[src/rtl/pipe_skid_reg.sv]
// Elastic valid/ready pipeline-stage register with a two-entry skid buffer,
// flush with optional payload zeroing, and saturating stall/flush counters.
module pipe_skid_reg #(
    parameter int WIDTH         = 32,
    parameter bit ZERO_ON_FLUSH = 1'b1,
    parameter int CNT_WIDTH     = 16
) (
    input  logic                 clk,
    input  logic                 rst,
    input  logic                 flush,
    input  logic                 in_valid,
    output logic                 in_ready,
    input  logic [WIDTH-1:0]     in_data,
    output logic                 out_valid,
    input  logic                 out_ready,
    output logic [WIDTH-1:0]     out_data,
    output logic [1:0]           occupancy,
    input  logic                 cnt_clr,
    output logic [CNT_WIDTH-1:0] stall_cnt,
    output logic [CNT_WIDTH-1:0] flush_cnt
);

    typedef enum logic [1:0] {
        EMPTY = 2'd0,
        BUSY  = 2'd1,
        FULL  = 2'd2
    } state_t;

    localparam logic [CNT_WIDTH-1:0] CNT_ONE = CNT_WIDTH'(1);

    state_t           state;
    logic [WIDTH-1:0] m_data;
    logic [WIDTH-1:0] s_data;
    logic             accept;
    logic             fire;

    function automatic logic [CNT_WIDTH-1:0] sat_inc(input logic [CNT_WIDTH-1:0] c);
        return (&c) ? c : c + CNT_ONE;
    endfunction

    // in_ready is a function of registered state and flush only, so the
    // downstream out_ready never reaches it combinationally.
    assign in_ready  = !rst && !flush && (state != FULL);
    assign out_valid = (state != EMPTY);
    assign out_data  = m_data;
    assign accept    = in_valid && in_ready;
    assign fire      = out_valid && out_ready;

    always_comb begin
        occupancy = 2'd0;
        case (state)
            BUSY:    occupancy = 2'd1;
            FULL:    occupancy = 2'd2;
            default: occupancy = 2'd0;
        endcase
    end

    always_ff @(posedge clk or posedge rst) begin
        if (rst) begin
            state  <= EMPTY;
            m_data <= '0;
            s_data <= '0;
        end else if (flush) begin
            state <= EMPTY;
            if (ZERO_ON_FLUSH) begin
                m_data <= '0;
                s_data <= '0;
            end
        end else begin
            unique case (state)
                EMPTY: begin
                    if (accept) begin
                        m_data <= in_data;
                        state  <= BUSY;
                    end
                end
                BUSY: begin
                    if (accept && fire) begin
                        m_data <= in_data;
                    end else if (accept) begin
                        s_data <= in_data;
                        state  <= FULL;
                    end else if (fire) begin
                        state <= EMPTY;
                    end
                end
                FULL: begin
                    // Skid entry is the older of the two once M has left.
                    if (fire) begin
                        m_data <= s_data;
                        state  <= BUSY;
                    end
                end
                default: state <= EMPTY;
            endcase
        end
    end

    always_ff @(posedge clk or posedge rst) begin
        if (rst) begin
            stall_cnt <= '0;
            flush_cnt <= '0;
        end else if (cnt_clr) begin
            stall_cnt <= '0;
            flush_cnt <= '0;
        end else begin
            if (out_valid && !out_ready) stall_cnt <= sat_inc(stall_cnt);
            if (flush && (state != EMPTY)) flush_cnt <= sat_inc(flush_cnt);
        end
    end

endmodule
[config.mk]
export PLATFORM = sky130hd
export DESIGN_NAME = pipe_skid_reg
export DESIGN_NICKNAME = d
export VERILOG_FILES = /design/src/rtl/pipe_skid_reg.sv
export SDC_FILE = /design/constraint.sdc
export NUM_CORES = 1
export LEC_CHECK = 0
export ABC_AREA = 1
export CORE_MARGIN = 2
export CORE_UTILIZATION = 40
export DETAILED_ROUTE_END_ITERATION = 12
export GPL_TIMING_DRIVEN = 1
export PLACE_DENSITY = 0.71
export SLEW_MARGIN = 20
export SYNTH_ARGS = -nofsm -noshare
export SYNTH_HDL_FRONTEND = slang
export SYNTH_SLANG_ARGS = --single-unit
[constraint.sdc]
create_clock -name clk -period 6.65 [get_ports clk]
set_clock_uncertainty 0.1 [all_clocks]
set_input_delay 1.33 -clock clk [delete_from_list [all_inputs] [get_ports clk]]
set_output_delay 1.33 -clock clk [all_outputs]
set_load 0.05 [all_outputs]
==> impl_metrics.tcl <==
set metrics [dict create \
    worstPathRequired_ns 5.22 \
    syn_nets 692 \
    finalSetupTns_ns 0 \
    cts-root-buf "clkbuf_16" \
    netlist-cell-type-count 30 \
    power_density_mw_per_mm2 243.6 \
    die_x_um 117.2 \
    cap_violations 0 \
    routabilityCongestion 0.8566 \
    die_h_um 117.2 \
    dr.pass1.iters 4 \
    wire_per_inst_um 13.64 \
    clock_latency_ns 0.35 \
    seq_area_frac_synth 0.4789 \
    port-buffer-count 105 \
    hold_violations 0 \
    drc_errors 0 \
    endpoint_kind "output pin" \
    cp_num_buf_inv 2 \
    seq_power_share 0.426 \
    dieArea_mm2 0.01372 \
    leakage_nw 2.881 \
    grt_max_degree 65 \
    core_mm2 0.01257 \
    critical_path.max_stage_delay_ns 0.83 \
    worstPathMaxFanout 5 \
    start_util 0.4075 \
    wl_mm 12.49 \
    synthToLayoutAreaGrowth_pct 26.53 \
    clk_pin_slew_ns 0.06 \
    finish.instance_area_mm2 0.006480 \
    cp_cell_sequence "clkdlybuf4s50_1 -> nor3_1 -> clkdlybuf4s50_1" \
    finalCriticalPeriod_ns 4.354 \
    layout_common_cells "nand2_1 (209), clkdlybuf4s50_1 (105), dfrtp_1 (98)" \
    antenna_found_initial 0 \
    cts_setup_buffers 0 \
    synth-seq-cells 98 \
    cts_hold_buffers 0 \
    dp_hpwl_mm 8.533 \
    ctsHtreeMaxLevel 3 \
    p_clk_frac 0.325 \
    fin_nets 780 \
    crit_type "input port to output pin" \
    nFillCells 1217 \
    clock-sinks 98 \
    clock_path_buffers 2 \
    layout_commonest_cell "nand2_1" \
    drt_iter0_markers 306 \
    placed_cell_area_mm2 0.006190 \
    hold_class "flip-flop to flip-flop" \
    final.period_utilization 0.6547 \
    synth.avg_cell_area_um2 7.855 \
    grt_pass1_vias 4568 \
    pwr-share-comb 0.250 \
    critPathArrivalTime_ns 2.92 \
    vias 4668 \
    ios 106 \
    slowest_stage "clkdlybuf4s50_1" \
    power_switching_uw 527.8 \
    max_slew_margin 0.2746 \
    std_cell_rows 41 \
    max_freq_mhz 229.7 \
    cts_resized 0 \
    postSynthCellCount 652 \
    ant_nets 0 \
    synthesis.area_mm2 0.005121 \
    setup_violations 0 \
    p_int_mw 1.050 \
    peakVddDrop_mv 0.1134 \
    cts_tree "built" \
    sw_frac_of_total 0.3344 \
    status "finished clean" \
    antennaDiodeCount 0 \
    yosys_warnings 0 \
    crit_path_start_kind "input port" \
    path_common_cell "clkdlybuf4s50_1" \
    slew_violations 0 \
    vias_per_cell 5.096 \
    tightestPinTransition_ns 1.086 \
    drive_above_1_share 0.06183 \
    grt_use_total 0.1933 \
    cpLargestDelayFamily "buffers and inverters" \
    cts_made_buffers 9 \
    overflow 0 \
    rsz0062_at_grt "no" \
    grt_pass1_wl_mm 21.14 \
]
==> per-stage QoR <==
stage / hold slack (ns) / instances / total power, mW / utilization / worst slack, ns
after floorplan: 0.3793 / 652 / 0.9467 / - / 2.658
after global placement: 0.3721 / 901 / 1.071 / 0.4925 / 2.285
after detailed placement: 0.3758 / 901 / 1.079 / 0.4925 / 2.266
after CTS: 0.3914 / 916 / 1.594 / 0.5152 / 2.259
after global routing: 0.4032 / 916 / 1.643 / 0.5156 / 2.215
final: 0.3880 / 916 / 1.578 / 0.5156 / 2.296
==> registers in the layout, indices dropped and copies added, names as in the netlist <==
register   flops
flush_cnt     16
out_data      32
s_data        32
stall_cnt     16
state          2
==> worst reg2reg max path, cell delays in order (launching register included) <==
cell	delay (ns)
dfrtp_1	0.40
inv_2	0.08
nand2_4	0.29
inv_1	0.19
nand2_1	0.82
nand2_1	0.10
o21ai_0	0.14
o21ai_0	0.12
==> cells in the mapped netlist <==
cell,count,area share
nand2_8,1,0.0039
nor3_4,1,0.0032
nand2_4,1,0.0022
nand3_4,1,0.0034
o21ai_2,10,0.017
nand2_1,209,0.15
o21ai_0,70,0.068
nand3_2,3,0.0059
nor2_2,5,0.0061
ha_1,2,0.0049
inv_2,1,0.00073
nand4_1,10,0.012
dfrtp_1,98,0.48
a31oi_1,1,0.0012
xnor2_1,2,0.0034
nor3_1,1,0.00098
a21oi_1,8,0.0078
inv_1,34,0.025
buf_2,4,0.0039
xor2_1,12,0.021
buf_4,6,0.0088
clkbuf_1,8,0.0059
inv_4,1,0.0012
nor2_1,54,0.040
nand3_1,52,0.051
buf_1,2,0.0015
buf_6,10,0.022
o21bai_1,5,0.0073
nand2_2,4,0.0049
o21ai_1,36,0.035
==> per-layer routing <==
metal | routed length (um) | GRT usage | up-vias
met5 | 0 | 0 | -
met4 | 201 | 0.07765 | 0
met3 | 484 | 0.02729 | 17
met2 | 6171 | 0.3291 | 110
met1 | 5634 | 0.2487 | 2225
li1 | - | - | 2316
==> final cells by class <==
class                   count  area, um^2  share of cell area
inverters                  36       140.1             0.02163
clock inverters             5       56.30            0.008689
flip-flops and latches     98        2452              0.3785
multi-input cells         488        2321              0.3582
repair buffers            107        1066              0.1645
clock buffers              10       229.0             0.03534
well taps                 172       215.2             0.03321
==> worst paths after layout <==
kind                              from           end  slack, ns  cells after the start
setup / recovery                 flush      in_ready       2.30                      3
hold / removal             out_data[9]   out_data[9]       0.39                      2
setup reg to reg              state[0]  out_data[21]       4.26                      7
hold reg to reg            out_data[9]   out_data[9]       0.39                      2
max in group asynchronous          rst    s_data[10]       3.95                      3
min in group asynchronous          rst      state[0]       1.33                      2
==> cell families after synthesis <==
family,synth area share
compound gates,0.1371
xor+xnor,0.02394
fa+ha+maj,0.004886
buf+inv,0.06890
flops,0.4789
simple gates,0.2863
==> power by group through the flow <==
stage / registers [mW] / logic, mW / clock network [mW]
floorplan: 0.815 / 0.132 / 0
global placement: 0.681 / 0.391 / 0
detailed placement: 0.682 / 0.397 / 0
CTS: 0.672 / 0.398 / 0.524
global route: 0.677 / 0.423 / 0.543
finish: 0.672 / 0.394 / 0.512
(Power assumes the default switching activity.)
